## config.mk

```make
export PLATFORM = sky130hd
export DESIGN_NAME = fx_square
export DESIGN_NICKNAME = d
export VERILOG_FILES = /design/src/rtl/fx_square.sv
export SDC_FILE = /design/constraint.sdc
export NUM_CORES = 1
export LEC_CHECK = 0
export BUFFER_PORTS_ARGS = -buffer_cell sky130_fd_sc_hd__buf_2
export CORE_ASPECT_RATIO = 1.5
export CORE_MARGIN = 5
export CORE_UTILIZATION = 40
export CTS_CLUSTER_SIZE = 16
export DETAILED_ROUTE_END_ITERATION = 8
export GPL_TIMING_DRIVEN = 0
export PLACE_DENSITY = 0.53
export SYNTH_ARGS = -nofsm -noshare
export SYNTH_HDL_FRONTEND = slang
export SYNTH_SLANG_ARGS = --single-unit
```

## constraint.sdc

```tcl
create_clock -name clk -period 3.4 [get_ports clk]
set_clock_uncertainty 0.1 [all_clocks]
set_input_delay 0.51 -clock clk [delete_from_list [all_inputs] [get_ports clk]]
set_output_delay 0.51 -clock clk [all_outputs]
set_load 0.1 [all_outputs]
```

## src/rtl/fx_square.sv

```systemverilog
// fx_square: sequential radix-2 squarer for signed Q16.48 operands; result is |v|^2, saturated to the Q16.48 maximum.
// Latency: valid pulses in the cycle after the 65th edge following the accept edge (WIDTH+1 edges); one result per WIDTH+2 cycles.
// Backpressure: none; start is taken only when busy=0, and start while busy is dropped. Optional rounding: FX_SQUARE_ROUND_EN.
module fx_square #(
  parameter int WIDTH = 64,
  parameter int FRAC  = 48
) (
  input  logic             clk,
  input  logic             rst_n,
  input  logic             start,
  input  logic [WIDTH-1:0] v,
  output logic             busy,
  output logic             valid,
  output logic [WIDTH-1:0] res,
  output logic             ovf
);

  localparam int PW = 2 * WIDTH;
  localparam int CW = $clog2(WIDTH) + 1;

  typedef enum logic [1:0] {
    S_IDLE,
    S_CALC,
    S_FIN
  } state_t;

  state_t           state_q, state_d;
  logic [WIDTH-1:0] mplr_q, mplr_d;      // multiplier copy, consumed LSB first
  logic [PW-1:0]    mag_sh_q, mag_sh_d;  // mag << cnt, kept pre-shifted
  logic [PW-1:0]    acc_q, acc_d;        // full-width product, never truncated
  logic [CW-1:0]    cnt_q, cnt_d;
  logic             busy_q, busy_d;
  logic             valid_q, valid_d;
  logic [WIDTH-1:0] res_q, res_d;
  logic             ovf_q, ovf_d;

  logic [WIDTH-1:0] mag_in;
  logic [PW:0]      acc_rnd;
  logic [PW:0]      prod;
  logic             sat;

  // Magnitude of the operand as unsigned; the most negative value maps to 2^(WIDTH-1).
  always_comb begin
    mag_in = v[WIDTH-1] ? (~v + {{(WIDTH-1){1'b0}}, 1'b1}) : v;
  end

  // Scale the finished product back to Q16.48, optionally rounding half up first, and detect saturation.
  always_comb begin
    acc_rnd = {1'b0, acc_q};
`ifdef FX_SQUARE_ROUND_EN
    acc_rnd = acc_rnd + ({{PW{1'b0}}, 1'b1} << (FRAC - 1));
`endif
    prod = acc_rnd >> FRAC;
    sat  = |prod[PW:WIDTH-1];
  end

  // Next-state logic for the IDLE/CALC/FIN sequencer and its datapath.
  always_comb begin
    state_d  = state_q;
    mplr_d   = mplr_q;
    mag_sh_d = mag_sh_q;
    acc_d    = acc_q;
    cnt_d    = cnt_q;
    busy_d   = busy_q;
    valid_d  = 1'b0;
    res_d    = res_q;
    ovf_d    = ovf_q;
    unique case (state_q)
      S_IDLE: begin
        if (start) begin
          mplr_d   = mag_in;
          mag_sh_d = {{WIDTH{1'b0}}, mag_in};
          acc_d    = '0;
          cnt_d    = '0;
          busy_d   = 1'b1;
          state_d  = S_CALC;
        end
      end
      S_CALC: begin
        if (mplr_q[0]) begin
          acc_d = acc_q + mag_sh_q;
        end
        mplr_d   = mplr_q >> 1;
        mag_sh_d = mag_sh_q << 1;
        cnt_d    = cnt_q + {{(CW-1){1'b0}}, 1'b1};
        if (cnt_q == CW'(WIDTH - 1)) begin
          state_d = S_FIN;
        end
      end
      S_FIN: begin
        if (sat) begin
          res_d = {1'b0, {(WIDTH-1){1'b1}}};
          ovf_d = 1'b1;
        end else begin
          res_d = prod[WIDTH-1:0];
          ovf_d = 1'b0;
        end
        valid_d = 1'b1;
        busy_d  = 1'b0;
        state_d = S_IDLE;
      end
      default: begin
        state_d = S_IDLE;
        busy_d  = 1'b0;
      end
    endcase
  end

  // All state registers, with synchronous active-low reset that abandons any operation in flight.
  always_ff @(posedge clk) begin
    if (!rst_n) begin
      state_q  <= S_IDLE;
      mplr_q   <= '0;
      mag_sh_q <= '0;
      acc_q    <= '0;
      cnt_q    <= '0;
      busy_q   <= 1'b0;
      valid_q  <= 1'b0;
      res_q    <= '0;
      ovf_q    <= 1'b0;
    end else begin
      state_q  <= state_d;
      mplr_q   <= mplr_d;
      mag_sh_q <= mag_sh_d;
      acc_q    <= acc_d;
      cnt_q    <= cnt_d;
      busy_q   <= busy_d;
      valid_q  <= valid_d;
      res_q    <= res_d;
      ovf_q    <= ovf_d;
    end
  end

  assign busy  = busy_q;
  assign valid = valid_q;
  assign res   = res_q;
  assign ovf   = ovf_q;

endmodule

```

After elaboration in Yosys (flattened, before gate mapping)
Cells that the tools add are included.

storage, ports and cells
  input port bits = 67
  logic and storage cells = 45
  flip-flop bits (word level) = 396
  output and inout bits = 67

operators by class
  muxes and demuxes = 18
  reduce and logical (&&, ||, !) cells = 7
  bitwise gates (word level) = 2
  add/subtract/negate cells = 3
  equal/unequal tests = 6

operators by type and width
  cell                                                              number
  128-bit one-hot mux with 2 select lines                           2
  128-bit two-way mux                                               3
  64-bit two-way mux                                                3
  128-bit adder                                                     1
  64-bit one-hot mux with 2 select lines                            1
  64-bit by 1-bit adder with 64-bit output (second input constant)  1
  64-bit NOT                                                        1
  17-bit OR reduction                                               1
  7-bit one-hot mux with 2 select lines                             1
  7-bit by 1-bit adder with 7-bit output (second input constant)    1
  7-bit by 6-bit == test with 1-bit output (second input constant)  1
  7-bit two-way mux                                                 1
  2-bit != test (second input constant)                             3
  2-bit AND reduction                                               3
  2-bit two-way mux                                                 2
  2-bit one-hot mux with 2 select lines                             1
  1-bit two-way mux                                                 3
  3-bit AND reduction                                               1
  2-bit by 1-bit == test with 1-bit output (second input constant)  1
  2-bit == test (second input constant)                             1
  2-bit logical NOT                                                 1
  1-bit one-hot mux with 2 select lines                             1
  2-bit nonzero test                                                1
  1-bit NOT                                                         1

Logic depth before layout (Yosys ltp)
  word-level depth = 5
  mapped depth = 15

Worst setup path after synthesis
Ideal clock, no wire load.

  path kind = reg-to-reg
  from = register mag_sh_q[0]
  to = register acc_q[116]
  path slack = 0.302 ns
  stages on the path, launching flop included = 15
  data required time = 3.183 ns
  clock period less this slack = 3.098 ns
  arrival time = 2.881 ns
  path through = dfxtp_1 ha_1 inv_1 fa_1 inv_1 a21oi_1 o21a_1 o211a_1 o31a_1 a211oi_2 o21ai_0 a21boi_1 o21bai_1 a21o_1 a32o_1

between the ends
  longest elaborated chain between the ends = 3

ends and longest elaborated chain
  item                                     RTL line  RTL
  from (decl)                              29        logic [PW-1:0] mag_sh_q, mag_sh_d;
  from (signal assigned)                   124       mag_sh_q <= mag_sh_d;
  128-bit adder                            81        acc_d = acc_q + mag_sh_q;
  128-bit two-way mux                      80        if (mplr_q[0]) begin
  128-bit one-hot mux with 2 select lines  68        unique case (state_q)
  to (signal assigned)                     115       acc_q <= '0;
  to (signal assigned)                     125       acc_q <= acc_d;
  to (decl)                                30        logic [PW-1:0] acc_q, acc_d;

No other way between the ends. The select of a mux whose other input is x is not followed.
A chain may end at the register's enable or synchronous reset.

Worst setup path after layout
  from = register mag_sh_q[31]
  to = register acc_q[118]

Same word-level chain as after synthesis.

==> flow_metrics.env <==
export IMPL_fp_dieH_um=310
export IMPL_synth_top_family_by_area="compound AO/OA/AOI/OAI gates"
export IMPL_crit_chain="ha_1 > a21oi_1 > o21ai_4 > a211oi_4 > nor3_4 > o31ai_4 > o211ai_4 > buf_12 > a31o_4 > o211ai_4 > a21oi_2 > or3_1 > a32o_1"
export IMPL_ys_async_sr_fraction_pct=0
export IMPL_cp_required_ps=3780
export IMPL_pwr_share_comb_pct=9.8
export IMPL_critPathMaxStageDelay_ps=390
export IMPL_synth_area_mux_share_pct=0.125
export IMPL_end_kind="flop"
export IMPL_ant_nets=0
export IMPL_synth_area_um2=24100
export IMPL_crit_slowest_cell="ha_1"
export IMPL_synth_seq_cells=396
export IMPL_synthTopCellsByArea="dfxtp_1 33%, ha_1 6.7%, a22oi_1 5.5%"
export IMPL_num_vias=23000
export IMPL_synth_adder_area_share_pct=6.79
export IMPL_max_cap_violations=0
export IMPL_ir_worst_vdd_mv=0.270
export IMPL_yosysWarnings=0
export IMPL_p_int_w=0.00791
export IMPL_cts_max_level=2
export IMPL_num_rows=110
export IMPL_hold_viol=0
export IMPL_cts_tree="done"
export IMPL_grt_pass1_wl_mm=135
export IMPL_synth_simple_area_share_pct=16.6
export IMPL_cpMostUsedCell="o211ai_4"
export IMPL_io_pins=134
export IMPL_crit_arrival_ps=3860
export IMPL_grt_antenna_before_repair=0
export IMPL_via_per_inst=5.88
export IMPL_grt_pass1_vias=23600
export IMPL_slew_headroom_pct=7.83
export IMPL_ff2ff_path_depth=13
export IMPL_p_switching_w=0.00283
export IMPL_hold_start="start"
export IMPL_firstDrtPassIters=7
export IMPL_die_area_um2=65300
export IMPL_yosys_top_cells_count="396 x dfxtp_1, 300 x nand2_1, 222 x a21oi_1, 175 x a22oi_1, 175 x clkbuf_1"
export IMPL_layout_nets=3289
export IMPL_setup_slack_ps=-75.5
export IMPL_ys_flop_type="dfxtp_1"
export IMPL_tightest_slew_ps=1380
export IMPL_sequentialPowerShare_pct=45.2
export IMPL_yosys_area_top_type="dfxtp_1"
export IMPL_synth_most_common_cell="dfxtp_1"
export IMPL_synthToLayoutAreaGrowth_pct=19.5
export IMPL_fin_hold_ws_ps=108
export IMPL_gp_congestion=0.949
export IMPL_numCtsBuffers=42
export IMPL_core_um2=59900
export IMPL_multi_input_area_um2=16400
export IMPL_critPathKind="reg2reg"
export IMPL_port_buffers=131
export IMPL_hold_depth=3
export IMPL_cp_num_buf_inv=1
export IMPL_r2r_start="mag_sh_q[31]"
export IMPL_drc=0
export IMPL_hpwl_mm=71.9
export IMPL_layout_worst_path_cycle_share_pct=102
export IMPL_p_leak_nw=10.6
export IMPL_rrSetupSlack_ps=-80
export IMPL_power_density_nw_per_um2=373
export IMPL_die_w_um=210
export IMPL_synthDistinctLibCells=95
export IMPL_synth_top_area_share_pct=32.9
export IMPL_avgSynthCellArea_um2=8.33
export IMPL_yosysSeqAreaShare_pct=32.9
export IMPL_p_total_w=0.0107
export IMPL_fillers=5940
export IMPL_clock_latency_ps=610
export IMPL_rsz0062_at_grt="true"
export IMPL_wl_per_cell_um=22.9
export IMPL_clockBufferDepth=3
export IMPL_cpLargestDelayFamily="compound AO/OA/AOI/OAI gates"
export IMPL_worstHoldEndpoint="busy"
export IMPL_drv_slew=0
export IMPL_synth_fp_nets=3089
export IMPL_start_kind="flop"
export IMPL_synth_compound_area_share_pct=33.3
export IMPL_fin_crit_ps=3480
export IMPL_timing_fmax_mhz=288
export IMPL_worstReg2RegEnd="acc_q[118]"
export IMPL_grt_max_degree=14
export IMPL_grt_overflow_total=0
export IMPL_numClockSinks=396
export IMPL_hp_class="in2reg"
export IMPL_root_buffer="clkbuf_16"
export IMPL_drive_above_1_share_pct=19.0
export IMPL_synth_xor_area_share_pct=6.04
export IMPL_clk_pin_slew_ps=70
export IMPL_start_util_pct=40.2
export IMPL_netlist_instances=2892
export IMPL_p_sw_share_pct=26.3
export IMPL_wl_mm=89.6
export IMPL_outcome="complete, but fails checks"
export IMPL_violations="setup timing"
export IMPL_synth_edf_count=0
export IMPL_grtUsageTotal_pct=26.3
export IMPL_regArea_um2=7970
export IMPL_pwr_share_clk_pct=44.9
export IMPL_drt_initial_drc_count=1097
export IMPL_setup_viol=1
export IMPL_cp_max_fo=6
[sequential cells by signal, summed over array words and instances (netlist names)]
name      cells
acc_q       128
mag_sh_q    128
mplr_q       64
res          64
cnt_q         7
state_q       2
busy          1
ovf           1
valid         1
[cell usage in the layout (no fill, tap or decap), types with 19 or more instances in the layout]
cell type and n:
xnor2_1 112, a21boi_0 120, nor3_1 37, a22o_1 73
o21ai_0 134, or3_1 21, o21ai_2 19, clkbuf_16 42
nand3_1 26, inv_1 60, o21ai_1 26, clkbuf_1 155
o221a_2 64, nor2b_1 68, a22oi_1 175, buf_4 48
and3_1 21, a21o_1 50, ha_1 93, nand2_1 294
dfxtp_1 371, o31ai_1 20, a21oi_1 182, xor2_1 54
nor2_1 122, buf_2 136, dfxtp_2 20, nand4_1 76
o21bai_1 50, nand2b_1 27, o21a_1 26, a21oi_2 34
[kinds of logic after synthesis]
logic type / after synthesis
compound gates: 1125
xor+xnor: 166
buf+inv: 264
flops: 396
fa+ha+maj: 130
simple gates: 808
mux: 3
[layer usage]
layer  global-route usage, %  vias to the layer above  part of all wire, %
met2                    52.5                      625                   54
met1                    26.1                    11000                   36
met5                       0                        -                    0
met4                    14.2                        0                  6.3
met3                    3.21                      227                  3.5
li1                        -                    11100                    -
[repair_timing]
| action | 4_1_cts | 5_1_grt |
|---|---|---|
| resized for setup | 163 | 175 |
| buffers inserted | 25 | 24 |
| setup endpoints to repair | 108 | 56 |
| hold buffers | 0 | 0 |
| pin swaps | 43 | 52 |
[cell type report]
type,instances,share of cell area [%]
multi-input cells,2232,56.9
flip-flops and latches,396,27.7
clock buffers,59,4.19
repair buffers,180,3.64
well taps,784,3.41
plain buffers,180,2.66
inverters,60,0.782
clock inverters,14,0.700
diodes,1,0.00869
[worst min-delay path, stage by stage]
cell	delay (ps)
buf_2	130
a21oi_1	70
nor2_1	70
[per-stage QoR]
stage	utilization, %	TNS [ps]	area, µm²	cells	setup WS (ps)
after CTS	46.8	-163	28000	3898	-85.7
after global placement	42.9	-66760	25700	3807	-1430
final	48.1	-75.5	28800	3906	-75.5
after detailed placement	43.0	-41230	25700	3808	-1430
after global routing	48.1	-542	28800	3905	-151
after floorplan	-	0	24100	2892	302
[worst max path at each step]
stage	start	endpoint	slack (ps)	cells past startpoint
floorplan	mag_sh_q[0]	acc_q[116]	300	14
global placement	mag_sh_q[0]	acc_q[122]	-1430	14
detailed placement	mag_sh_q[0]	acc_q[122]	-1430	14
CTS	mag_sh_q[11]	acc_q[118]	-90	14
global route	mag_sh_q[31]	acc_q[118]	-150	13
finish	mag_sh_q[31]	acc_q[118]	-80	13
[power by group through the flow]
stage / clock network (W) / registers, W / logic, W
3_5_place_dp: 0 / 0.00495 / 0.000991
3_3_place_gp: 0 / 0.00495 / 0.000977
5_1_grt: 0.00508 / 0.00487 / 0.00116
6_report: 0.00483 / 0.00486 / 0.00105
2_1_floorplan: 0 / 0.00492 / 0.000629
4_1_cts: 0.00492 / 0.00485 / 0.00101
(Power assumes the default switching activity.)
